**config.mk**
```make
export PLATFORM = sky130hd
export DESIGN_NAME = ddc_mix_cic
export DESIGN_NICKNAME = d
export VERILOG_FILES = /design/src/rtl/ddc_pkg.sv /design/src/rtl/cic_dec_chan.sv /design/src/rtl/ddc_mix_cic.sv
export SDC_FILE = /design/constraint.sdc
export NUM_CORES = 2
export LEC_CHECK = 0
export CORE_MARGIN = 2
export CORE_UTILIZATION = 59
export DETAILED_ROUTE_END_ITERATION = 10
export PLACE_DENSITY = 0.76
export SLEW_MARGIN = 15
export SYNTH_ARGS = -nofsm -noshare
export SYNTH_HDL_FRONTEND = slang
export SYNTH_SLANG_ARGS = --single-unit
export TNS_END_PERCENT = 30
```
**constraint.sdc**
```tcl
create_clock -name clk -period 10 [get_ports clk]
set_input_delay 2 -clock clk [delete_from_list [all_inputs] [get_ports clk]]
set_output_delay 2 -clock clk [all_outputs]
set_load 0.005 [all_outputs]
```
**src/rtl/ddc_pkg.sv**
```systemverilog
// Shared widths, helper functions and typedefs for the mixer + CIC down-converter.
package ddc_pkg;

  function automatic int clog2(input int v);
    int r;
    r = 0;
    while ((64'sd1 <<< r) < 64'(v)) r = r + 1;
    return r;
  endfunction

  // Accumulator width that guarantees modulo-correct CIC arithmetic.
  function automatic int cic_gw(input int dw, input int nw, input int n, input int r);
    return dw + nw + n * clog2(r);
  endfunction

  localparam int DDC_DW = 14;
  localparam int DDC_NW = 14;
  localparam int DDC_N  = 3;
  localparam int DDC_R  = 8;
  localparam int DDC_OW = 16;
  localparam int DDC_MW = DDC_DW + DDC_NW;
  localparam int DDC_GW = cic_gw(DDC_DW, DDC_NW, DDC_N, DDC_R);

  typedef logic signed [DDC_MW-1:0] prod_t;
  typedef logic signed [DDC_GW-1:0] acc_t;

endpackage

```
**src/rtl/cic_dec_chan.sv**
```systemverilog
// One CIC decimator channel: pipelined integrators, strobe-driven combs, shift and output register.
module cic_dec_chan
  import ddc_pkg::*;
#(
  parameter int MW = DDC_MW,
  parameter int GW = DDC_GW,
  parameter int N  = DDC_N,
  parameter int OW = DDC_OW,
  parameter int SH = DDC_GW - DDC_OW
) (
  input  logic                 clk,
  input  logic                 reset_n,
  input  logic                 clken,
  input  logic signed [MW-1:0] din,
  input  logic                 din_v,
  input  logic                 stb,
  output logic signed [OW-1:0] dout
);

  logic signed [GW-1:0] integ_r  [N];
  logic signed [GW-1:0] comb_d_r [N];
  logic signed [GW-1:0] comb_s   [N+1];

  // Comb chain sees the last integrator value before this cycle's update.
  always_comb begin
    comb_s[0] = integ_r[N-1];
    for (int k = 0; k < N; k++) begin
      comb_s[k+1] = comb_s[k] - comb_d_r[k];
    end
  end

  // Integrators: each stage adds the previous stage's registered value, wrapping mod 2^GW.
  always_ff @(posedge clk or negedge reset_n) begin
    if (!reset_n) begin
      for (int k = 0; k < N; k++) integ_r[k] <= '0;
    end else if (clken & din_v) begin
      integ_r[0] <= integ_r[0] + GW'(din);
      for (int k = 1; k < N; k++) integ_r[k] <= integ_r[k] + integ_r[k-1];
    end
  end

  // Comb delays and output register update only on the decimation strobe.
  always_ff @(posedge clk or negedge reset_n) begin
    if (!reset_n) begin
      for (int k = 0; k < N; k++) comb_d_r[k] <= '0;
      dout <= '0;
    end else if (stb) begin
      for (int k = 0; k < N; k++) comb_d_r[k] <= comb_s[k];
      dout <= OW'(comb_s[N] >>> SH);
    end
  end

endmodule

```
**src/rtl/ddc_mix_cic.sv**
```systemverilog
// Real-to-I/Q mixer followed by twin CIC decimators sharing one frame counter.
module ddc_mix_cic
  import ddc_pkg::*;
#(
  parameter int DW = DDC_DW,
  parameter int NW = DDC_NW,
  parameter int N  = DDC_N,
  parameter int R  = DDC_R,
  parameter int OW = DDC_OW
) (
  input  logic                 clk,
  input  logic                 reset_n,
  input  logic                 clken,
  input  logic signed [DW-1:0] adc_i,
  input  logic                 adc_valid,
  input  logic signed [NW-1:0] nco_cos,
  input  logic signed [NW-1:0] nco_sin,
  input  logic                 nco_valid,
  output logic signed [OW-1:0] i_o,
  output logic signed [OW-1:0] q_o,
  output logic                 out_valid
);

  localparam int MW = DW + NW;
  localparam int GW = cic_gw(DW, NW, N, R);
  localparam int SH = GW - OW;
  localparam int CW = clog2(R);
  localparam logic [CW-1:0] DC_LAST = CW'(R - 1);

  logic signed [MW-1:0] mul_i_s;
  logic signed [MW-1:0] mul_q_s;
  logic signed [MW-1:0] pi_r;
  logic signed [MW-1:0] pq_r;
  logic                 p_v_r;
  logic [CW-1:0]        dc_r;
  logic                 stb_s;

  // Products are formed at MW bits so negating the most negative product cannot overflow.
  always_comb begin
    mul_i_s = MW'(adc_i) * MW'(nco_cos);
    mul_q_s = MW'(adc_i) * MW'(nco_sin);
    stb_s   = clken & p_v_r & (dc_r == DC_LAST);
  end

  // Mixer registers, product-valid flag and frame counter; all frozen while clken is low.
  always_ff @(posedge clk or negedge reset_n) begin
    if (!reset_n) begin
      pi_r  <= '0;
      pq_r  <= '0;
      p_v_r <= 1'b0;
      dc_r  <= '0;
    end else if (clken) begin
      p_v_r <= adc_valid & nco_valid;
      if (adc_valid & nco_valid) begin
        pi_r <= mul_i_s;
        pq_r <= -mul_q_s;
      end
      if (p_v_r) dc_r <= (dc_r == DC_LAST) ? '0 : dc_r + CW'(1);
    end
  end

  // Strobe follows stb regardless of clken so it is always one cycle wide.
  always_ff @(posedge clk or negedge reset_n) begin
    if (!reset_n) out_valid <= 1'b0;
    else          out_valid <= stb_s;
  end

  cic_dec_chan #(.MW(MW), .GW(GW), .N(N), .OW(OW), .SH(SH)) u_chan_i (
    .clk(clk), .reset_n(reset_n), .clken(clken),
    .din(pi_r), .din_v(p_v_r), .stb(stb_s), .dout(i_o)
  );

  cic_dec_chan #(.MW(MW), .GW(GW), .N(N), .OW(OW), .SH(SH)) u_chan_q (
    .clk(clk), .reset_n(reset_n), .clken(clken),
    .din(pq_r), .din_v(p_v_r), .stb(stb_s), .dout(q_o)
  );

endmodule

```
==> results.md <==
- The run finished with clean final reports.
- The average cell area after synthesis is 8.76 um^2.
- The yosys synthesis warning count is 0.
- Yosys mapped the design onto 80 distinct sky130hd cell types.
- The number of remaining DRC errors is 0.
- The post-detailed-route wirelength per cell is 15.5 um.
- Clock tree synthesis inserted a total of 57 buffers.
- The non-filler instance count after layout is 7329.
- The most used flip-flop cell after synthesis is dfrtp_1.
- The clock tree synthesis step divided the H-tree into 2 levels.
- The aggregate global routing overflow is 0.
- The number of hold-repair buffers added at the cts stage is 0.
- In this run the core area contains 110 standard-cell rows.
- In this run, synthesis produced a sequential element count of 537.
- The library cells used most frequently in the layout, excluding fill and tap cells, are 830 x nand2_1, 701 x inv_1, 634 x o21ai_0.
- The maximum single-stage delay on the critical path is 1.00 ns.
- Counting flops with a built-in enable in the synthesized netlist gives 0.
- The number of max-slew violations in the final report is 0.
- The floorplan step defined a die boundary enclosing 0.0935 mm^2.
- After clock tree synthesis, the clock-pin slew on the worst setup and hold paths is 0.06 ns.
- The longest clock path from root to sink contains 3 buffers.
- For this design, the slowest cell found on the critical path is clkdlybuf4s50_1.
- The cell family contributing the most delay on the critical path is adder cells.
- The total of max-cap violations is 0.
- Measured along the x axis, the die boundary spans 306 um.
- The total core area is 0.0901 mm^2.
- Among the stages of the critical path, the cell type that occurs most often is fa_1.
- In this run the remaining antenna-violating nets after routing total 0.
- The final count of hold timing violations is 0.
- Clock tree synthesis selected as its root buffer the cell clkbuf_16.
- The sequential share of the synthesized area is 25.0%.
- The worst setup path is of the in2reg kind.
- Counting both buffers and inverters, the worst setup path holds a total of 4.
- The final net count is 7135.
- The endpoint arrival time on the critical path is 9.10 ns.
- In this run the tightest slew margin relative to its limit is 25.3%.
- The via count of the first global-routing pass is 40716.
- In this run the count of I/O pins placed on the die edge is 80.
- Setup violations remaining at the end of the flow were counted as 0.
- Data on the critical path is required at its endpoint by 10.50 ns.
- The first global-routing pass estimated 195000 um of wire.
- After synthesis the cells add up to 0.0537 mm^2.
- The critical path goes through clkdlybuf4s50_1 -> buf_4 -> nand2_1 -> fa_1 -> inv_1 -> fa_1 -> fa_1 -> fa_1 -> fa_1 -> inv_1 -> fa_1 -> ha_1 -> a21o_1 -> a21o_1 -> a221o_1 -> a31o_2 -> a2111oi_0 -> o21a_1 -> nor3_1 -> o31a_1.
- The kind of capture point of the worst setup path is a register.
- Setup repair after global routing left no endpoint under its margin.
- The kind of path behind the tightest hold check is reg2reg.
- The die span in y is 306 um.
- Of the cells placed in the final design, the portion with a size suffix greater than 1 is 3.43%.
- TritonCTS built the clock tree.
- The initial antenna violation count was 4.
- For this block, the via count after detailed routing is 40924.
- The wire length reported by the detailed router is 113000 um.
- Static timing analysis puts the maximum clock frequency at 0.116 GHz.
- The post-CTS setup repair buffer count is 0.
- The setup TNS after final layout is 0 ns.
- The largest net degree at the start of global routing is 236.
- On the final layout, the worst clock skew is 0.0323 ns.
- Setup slack closes at 1.40 ns.
- In the synthesized netlist the async set-or-reset flop fraction comes to 100%.
- Counting tap cells, the placed design contains a total of 7219 instances.
- The most common cell after layout, fill and taps aside is nand2_1.
- The area growth from synthesis to layout is 7.36%.
- After detailed routing, the number of vias per cell comes to 5.58.
- The launching element type of the critical path is a primary input.
- Subtracting the final worst setup slack from the clock period gives 8.60 ns.
- The DRC violation total after the first TritonRoute iteration is 2311.
- For the worst-skew pair, the clock arrives at the later sink with an insertion delay of 0.64 ns.
- The initial cell density of the core is 59.6%.
- Global routing consumed, over all layers together, 24.7% of the routing resources.
- The part of the cycle the worst path needs is 86.0%.
- The highest fanout seen on the critical path is 15.
- At the placement stage, the worst setup path has a slack of 0.795 ns.
- Input and output buffers added on the ports amount to 79.
- The cell count after synthesis is 6130.
- The detailed-routing iteration count for the pre-antenna-repair pass is 6.
- Routability-driven placement finished with a final weighted congestion of 0.921.
- Synthesis produced a netlist with a net count of 7163.
- Counting every sink on the clock net gives 537.
- The estimated wirelength of the detail-placed design is 88600 um.
- The number of instances resized during post-cts repair is 0.
- The transition at the pin with the smallest max-transition slack is 1.12 ns.
==> worst register-to-register path, delay by kind of cell, from the launching register on <==
kind	cells	cell delay [ns]
AO/OA/AOI/OAI	19	4.41
XOR/XNOR	2	0.60
adder cells (fa/ha/maj)	4	1.28
buffers and inverters	2	0.17
flip-flops	1	0.39
AND/OR/NAND/NOR	7	1.36
==> through the flow <==
step / utilization [%] / cell area, um^2 / hold WS (ns)
2_1_floorplan: - / 53700 / 0.442
3_3_place_gp: 61.6 / 55500 / 0.454
3_5_place_dp: 61.6 / 55500 / 0.464
4_1_cts: 63.9 / 57700 / 0.478
5_1_grt: 64.0 / 57700 / 0.498
6_report: 64.0 / 57700 / 0.470
==> path summary, 6_finish.rpt <==
kind	from	endpoint	slack, ns	cells past startpoint
worst max register to register	u_chan_i.comb_s[111]	u_chan_i.dout[15]	1.71	34
max in group asynchronous	reset_n	u_chan_q.integ_r[82]	7.18	2
worst max-delay path	adc_i[9]	pq_r[26]	1.40	20
worst min-delay path	u_chan_q.comb_d_r[0]	u_chan_q.comb_d_r[0]	0.47	2
worst min register to register	u_chan_q.comb_d_r[0]	u_chan_q.comb_d_r[0]	0.47	2
min in group asynchronous	reset_n	u_chan_q.comb_d_r[3]	1.34	1
==> state kept, by name, indices dropped and copies added (netlist names) <==
name               cells
u_chan_q.comb_s       37
p_v_r                  1
u_chan_i.comb_s       37
dc_r                   3
u_chan_q.dout         16
u_chan_q.integ_r      74
u_chan_i.integ_r      74
u_chan_q.comb_d_r    111
u_chan_i.dout         16
pi_r                  28
out_valid              1
u_chan_i.comb_d_r    111
pq_r                  28
==> layer usage <==
| layer | global-route usage (%) | up-vias | routed length [um] |
|---|---|---|---|
| li1 | - | 20665 | - |
| met1 | 33.3 | 19355 | 52800 |
| met2 | 42.4 | 708 | 53700 |
| met3 | 2.20 | 196 | 3610 |
| met4 | 7.23 | 0 | 3200 |
| met5 | 0 | - | 0 |
==> logic make-up (layout without fill, tap and decap cells) <==
logic type,count (synthesis),count (layout),synth area share [%]
muxes,34,34,0.708
AOI/OAI and AO/OA,1602,1602,18.2
other,0,4,0
buffers and inverters,899,918,6.29
xor gates and xnor gates,410,410,6.74
DFF,537,537,25.0
adders and majority gates,986,986,28.5
and+or+nand+nor,1662,1662,14.5
==> area by class of cell <==
| cell class | instances | area, um^2 |
|---|---|---|
| Antenna cell | 4 | 10.0 |
| Clock buffer | 70 | 1570 |
| Tap cell | 1176 | 1470 |
| Clock inverter | 36 | 549 |
| Sequential cell | 537 | 13400 |
| Inverter | 702 | 2640 |
| Fill cell | 7473 | 32500 |
| Multi-Input combinational cell | 4694 | 36900 |
| Timing Repair Buffer | 110 | 1070 |
==> cells in the mapped netlist, types with 15 or more instances <==
library cell	instances	area [um^2]
o21a_1	46	345
dfrtp_1	537	13400
nor3_1	62	310
nand2_1	832	3120
nand2b_1	89	557
a211o_1	15	131
or3_1	22	138
o31ai_1	36	270
nand3_1	66	330
xnor2_1	255	2230
nor2b_1	58	363
and2_1	223	1400
mux2_2	32	360
o21ai_0	634	3170
fa_1	397	7950
inv_1	701	2630
nand4_1	25	156
a21o_1	232	1740
a211oi_1	48	360
and3_1	44	275
a31oi_1	41	257
and4_1	17	149
o211ai_1	27	203
xor2_1	153	1340
clkbuf_1	183	687
o21bai_1	46	345
nor2_1	176	661
ha_1	589	7370
a21oi_1	339	1700
Power is left out: the tool's default activity adds up to more than one toggle a clock period on the data nets, which glitch-free logic cannot reach.
